### src/rtl/slot_arbiter_pkg.sv
// rtl/slot_arbiter_pkg.sv - shared types for the time-slot round-robin arbiter
package slot_arbiter_pkg;

    // Arbiter state: IDLE means no owner, GRANT means a slot is running.
    typedef enum logic {
        ST_IDLE  = 1'b0,
        ST_GRANT = 1'b1
    } arb_state_t;

endpackage

### src/rtl/round_robin_next.sv
// rtl/round_robin_next.sv - combinational round-robin winner search
//
// Ports:
//   req  : request vector
//   idx  : current/last owner; the search starts at idx+1 and ends at idx
//   excl : remove the owner from the candidate set (early release)
//   vld  : at least one candidate exists
//   nxt  : winning requester index (meaningful only when vld=1)
module round_robin_next #(
    parameter int N              = 4,
    parameter int IMPLEMENTATION = 0,
    parameter int IW             = $clog2(N)
) (
    input  logic [N-1:0]  req,
    input  logic [IW-1:0] idx,
    input  logic          excl,
    output logic          vld,
    output logic [IW-1:0] nxt
);

    // IMPLEMENTATION encodings
    localparam int IMPL_ROTATE = 0;  // rotate, priority encode, rotate back
    localparam int IMPL_DOUBLE = 1;  // double-width masked priority encode

    logic [N-1:0] req_m;

    always_comb begin
        req_m = req;
        if (excl) begin
            req_m[idx] = 1'b0;
        end
    end

    assign vld = |req_m;

    generate
        if (IMPLEMENTATION == IMPL_ROTATE) begin : g_rotate
            logic [N-1:0] rot;
            int           src;
            int           pos;

            always_comb begin
                rot = '0;
                src = 0;
                pos = 0;
                // rot[0] is requester idx+1, rot[N-1] is the owner itself
                for (int i = 0; i < N; i++) begin
                    src = int'(idx) + 1 + i;
                    if (src >= N) begin
                        src = src - N;
                    end
                    rot[i] = req_m[IW'(src)];
                end
                for (int i = N - 1; i >= 0; i--) begin
                    if (rot[i]) begin
                        pos = i;
                    end
                end
                src = int'(idx) + 1 + pos;
                if (src >= N) begin
                    src = src - N;
                end
                nxt = IW'(src);
            end
        end else if (IMPLEMENTATION == IMPL_DOUBLE) begin : g_double
            logic [2*N-1:0] dbl;
            int             pos;

            always_comb begin
                // Lower copy masked up to and including the owner; the upper
                // copy supplies the wrapped-around candidates.
                dbl = {req_m, req_m};
                pos = 0;
                for (int k = 0; k < N; k++) begin
                    if (k <= int'(idx)) begin
                        dbl[k] = 1'b0;
                    end
                end
                for (int k = 2*N - 1; k >= 0; k--) begin
                    if (dbl[k]) begin
                        pos = k;
                    end
                end
                if (pos >= N) begin
                    pos = pos - N;
                end
                nxt = IW'(pos);
            end
        end else begin : g_bad_impl
            $fatal(1, "round_robin_next: IMPLEMENTATION must be 0 or 1");
            assign nxt = '0;
        end
    endgenerate

endmodule

### src/rtl/slot_arbiter.sv
// rtl/slot_arbiter.sv - time-slot round-robin arbiter for one shared resource
//
// Ports:
//   clk, rst : clock, asynchronous active-high reset
//   ena      : slot time advance enable
//   req      : level-sensitive request per requester
//   max      : slot maximum; a slot lasts max+1 enabled cycles
//   act      : grant active
//   gnt      : one-hot grant, zero when idle
//   idx      : current/last owner
//   cnt      : slot counter
//   pls      : slot expiry pulse (combinational)
module slot_arbiter
    import slot_arbiter_pkg::*;
#(
    parameter int N              = 4,
    parameter int WIDTH          = 8,
    parameter int IMPLEMENTATION = 0
) (
    input  logic                 clk,
    input  logic                 rst,
    input  logic                 ena,
    input  logic [N-1:0]         req,
    input  logic [WIDTH-1:0]     max,
    output logic                 act,
    output logic [N-1:0]         gnt,
    output logic [$clog2(N)-1:0] idx,
    output logic [WIDTH-1:0]     cnt,
    output logic                 pls
);

    localparam int IW = $clog2(N);

    arb_state_t    state;
    logic          wrp;
    logic          rel;
    logic          slot_end;
    logic          vld;
    logic [IW-1:0] nxt;

    assign act = (state == ST_GRANT);

    // >= so that lowering max below the running count still expires the slot
    assign wrp      = (cnt >= max);
    assign pls      = act & ena & wrp;
    assign rel      = act & ~req[idx];
    assign slot_end = pls | rel;

    // On release the owner is excluded; on timer expiry it competes last.
    round_robin_next #(
        .N              (N),
        .IMPLEMENTATION (IMPLEMENTATION),
        .IW             (IW)
    ) u_rr (
        .req  (req),
        .idx  (idx),
        .excl (rel),
        .vld  (vld),
        .nxt  (nxt)
    );

    always_ff @(posedge clk or posedge rst) begin
        if (rst) begin
            state <= ST_IDLE;
            gnt   <= '0;
            idx   <= IW'(N - 1);
            cnt   <= '0;
        end else begin
            case (state)
                ST_IDLE: begin
                    if (vld) begin
                        state <= ST_GRANT;
                        idx   <= nxt;
                        gnt   <= {{(N-1){1'b0}}, 1'b1} << nxt;
                        cnt   <= '0;
                    end
                end
                ST_GRANT: begin
                    if (slot_end) begin
                        cnt <= '0;
                        if (vld) begin
                            idx <= nxt;
                            gnt <= {{(N-1){1'b0}}, 1'b1} << nxt;
                        end else begin
                            state <= ST_IDLE;
                            gnt   <= '0;
                        end
                    end else if (ena) begin
                        cnt <= cnt + WIDTH'(1);
                    end
                end
                default: begin
                    state <= ST_IDLE;
                    gnt   <= '0;
                    cnt   <= '0;
                end
            endcase
        end
    end

endmodule

### config.mk
export PLATFORM = sky130hd
export DESIGN_NAME = slot_arbiter
export DESIGN_NICKNAME = d
export VERILOG_FILES = /design/src/rtl/slot_arbiter_pkg.sv /design/src/rtl/round_robin_next.sv /design/src/rtl/slot_arbiter.sv
export SDC_FILE = /design/constraint.sdc
export NUM_CORES = 1
export LEC_CHECK = 0
export ABC_AREA = 0
export BUFFER_PORTS_ARGS = -buffer_cell sky130_fd_sc_hd__buf_4
export CAP_MARGIN = 5
export CORE_ASPECT_RATIO = 1.1
export CORE_MARGIN = 2
export CORE_UTILIZATION = 40
export DETAILED_ROUTE_END_ITERATION = 16
export PLACE_DENSITY = 0.65
export SLEW_MARGIN = 20
export SYNTH_ARGS = -nofsm -noshare
export SYNTH_HDL_FRONTEND = slang
export SYNTH_HIERARCHICAL = 1
export SYNTH_SLANG_ARGS = --single-unit
### constraint.sdc
create_clock -name clk -period 3.15 [get_ports clk]
set_input_delay 0.315 -clock clk [delete_from_list [all_inputs] [get_ports clk]]
set_output_delay 0.315 -clock clk [all_outputs]
set_load 0.01 [all_outputs]
==> results.sh <==
export IMPL_worstSetupPathType="register to register"
export IMPL_finClkSkew_ns=0.00418
export IMPL_clock_latency_ns=0.28
export IMPL_fmax_mhz=328
export IMPL_drc_errors=0
export IMPL_cts_sinks=15
export IMPL_clk_pin_slew_ns=0.10
export IMPL_slew_violations=0
export IMPL_vdd_ir_drop_max_mv=0.679
export IMPL_ctsHtreeMaxLevel=1
export IMPL_grt_antenna_before_repair=0
export IMPL_grt_overflow=0
export IMPL_rows=21
export IMPL_synth_main_ff_cell="dfrtp_1"
export IMPL_slew_headroom_pct=61.1
export IMPL_synth_nets=161
export IMPL_r2r_end="gnt[3]"
export IMPL_cp_required_ns=3.32
export IMPL_dieArea_um2=3500
export IMPL_regArea_um2=378
export IMPL_p_leak_nw=0.800
export IMPL_grt_pass1_wl_um=4470
export IMPL_fin_crit_sh_pct=96.7
export IMPL_r2r_cells=11
export IMPL_top_layer="met4"
export IMPL_vias_per_cell=5.24
export IMPL_grt_usage_pct=16.3
export IMPL_first_pass_iters=4
export IMPL_yosysTopAreaCellShare_pct=26.7
export IMPL_startpoint_type="register"
export IMPL_antenna_left=0
export IMPL_synthCells=132
export IMPL_wl_met1_um=1150
export IMPL_r2r_slack_ns=0.11
export IMPL_final_hold_violation_count=0
export IMPL_area_delta_synth_final_pct=27.7
export IMPL_drive_gt1_share_pct=34.5
export IMPL_synth_largest_area_cell="dfrtp_1"
export IMPL_first_global_vias=1048
export IMPL_met2_length_um=1420
export IMPL_synth_edf_count=0
export IMPL_dieHeight_um=61.9
export IMPL_drt_wirelength_per_cell_um=13.4
export IMPL_core_area_um2=2970
export IMPL_power_total_mw=1.41
export IMPL_wl_um=2700
export IMPL_drv_cap=0
export IMPL_power_density_nw_per_um2=909
export IMPL_crit_fanout=7
export IMPL_grt_max_degree=16
export IMPL_yosys_warnings=6
export IMPL_synth_most_common_cell="inv_1"
export IMPL_die_width_um=56.6
export IMPL_ys_seq_elements=15
export IMPL_setup_tns_ns=0
export IMPL_met3WireLength_um=107
export IMPL_port_buffer_count=30
export IMPL_period_minus_slack_ns=3.04
export IMPL_synth_cell_types=41
export IMPL_max_clock_path_buffers=2
export IMPL_numCtsBuffers=3
export IMPL_cts_tree="built"
export IMPL_worstPathArrival_ns=3.22
export IMPL_drt_iter0_markers=22
export IMPL_io_pins=31
export IMPL_yosys_top_cells_area="dfrtp_1 27%, ha_1 14%, mux2_2 5.5%"
export IMPL_vias=1058
export IMPL_hold_class="input pin to asynchronous set/reset pin"
export IMPL_multi_input_area_um2=793
export IMPL_worstSetupEndpointType="register"
export IMPL_syn_cell_area_um2=1220
export IMPL_synthArstFlopShare_pct=100
export IMPL_setup_violations=0
export IMPL_clock_root_buffer="clkbuf_4"
export IMPL_syn_area_per_cell_um2=9.23
export IMPL_yosysSeqAreaShare_pct=31.0
export IMPL_start_util_pct=41.0
export IMPL_antenna_cells=0
export IMPL_final_nets=198
export IMPL_synth_common_cells="16 x inv_1, 14 x ha_1, 13 x dfrtp_1, 13 x nor2_1"
export IMPL_timing_rr_start="idx[0]"
export IMPL_place_hpwl_um=2130
export IMPL_worst_pin_slew_ns=0.583
export IMPL_status="finished clean"
export IMPL_gp_congestion=0.895
export IMPL_fill_cells=272
-- power breakdown --
part	internal, mW	total [mW]	switching (mW)	leakage (nW)
Clock	0.0471	0.112	0.0649	0.0177
Combinational	0.506	0.987	0.481	0.590
Sequential	0.260	0.315	0.0555	0.193
Total	0.813	1.41	0.601	0.800
-- cells by family (layout without fill, tap and decap cells) --
group                    Yosys count  after routing  share of synthesized area (%)
flip-flops                        15             15                           31.0
buffers and inverters             18             54                           5.75
XOR/XNOR                           8              8                           5.75
adder cells (fa/ha/maj)           14             14                           14.4
AO/OA/AOI/OAI                     29             29                           18.4
multiplexers                       8              8                           8.21
AND/OR/NAND/NOR                   40             40                           16.5
-- registers in the layout, indices dropped and copies added (netlist names) --
name and count:
idx 2, cnt 8, gnt 4, act 1
-- placed cells by master (no fill, tap or decap), types with 3 or more instances in the layout --
| cell type | netlist | final |
|---|---|---|
| nand3_1 | 3 | 3 |
| nand4_1 | 3 | 3 |
| o21ai_0 | 5 | 4 |
| nor3_1 | 3 | 3 |
| nor2_1 | 13 | 12 |
| nand2_1 | 6 | 6 |
| inv_1 | 16 | 16 |
| ha_1 | 14 | 14 |
| buf_4 | 0 | 34 |
| clkbuf_4 | 0 | 3 |
| o21ai_1 | 3 | 4 |
| xor2_1 | 5 | 4 |
| dfrtp_1 | 13 | 13 |
| and3_1 | 3 | 3 |
| mux2_2 | 6 | 6 |
-- per-layer routing --
metal | global-route usage, % | vias up
li1 | - | 543
met1 | 19.2 | 493
met2 | 30.9 | 20
met3 | 2.07 | 2
met4 | 6.12 | 0
met5 | 0 | -
-- critical path: stages (launching register included) --
cell and delay [ns]:
dfstp_2 0.55, mux4_2 0.52, nor2_2 0.12, buf_4 0.15
a21boi_2 0.10, o311a_1 0.34, o21ai_1 0.14, ha_1 0.22
xor2_2 0.21, xnor2_2 0.13, and3_1 0.17, mux2_2 0.26
-- repair_timing --
item | 4_1_cts | 5_1_grt
setup buffers | 0 | 1
hold buffers | 0 | 0
resized for setup | 0 | 5
endpoints found under the setup margin | 0 | 4
-- metrics by stage --
stage               setup slack (ns)  util (%)  area, µm²  std cells  hold WS (ns)
finish                         0.105      52.4       1560        202        0.0860
CTS                           0.0941      51.4       1530        201         0.111
global route                 -0.0156      52.4       1560        202         0.134
global placement               0.188      50.5       1500        197         0.411
floorplan                    0.00463         -       1220        132         0.215
detailed placement             0.120      50.5       1500        197         0.428
-- layout make-up --
| class | count | area share, % |
|---|---|---|
| inverter | 16 | 3.86 |
| timing repair buffer | 34 | 16.4 |
| clock inverter | 1 | 0.322 |
| clock buffer | 3 | 1.45 |
| tap | 34 | 2.73 |
| multi-input combinational | 99 | 51.0 |
| sequential | 15 | 24.3 |
-- worst max-delay path by stage --
stage / to / cells after the start / slack (ns) / startpoint
6_report: gnt[3] / 11 / 0.11 / idx[0]
5_1_grt: gnt[2] / 11 / -0.02 / idx[0]
4_1_cts: gnt[0] / 12 / 0.09 / idx[0]
3_5_place_dp: gnt[0] / 12 / 0.12 / idx[0]
3_3_place_gp: gnt[0] / 12 / 0.19 / idx[0]
2_1_floorplan: gnt[0] / 11 / 0.005 / idx[0]
Power figures use the tool's default switching activity.
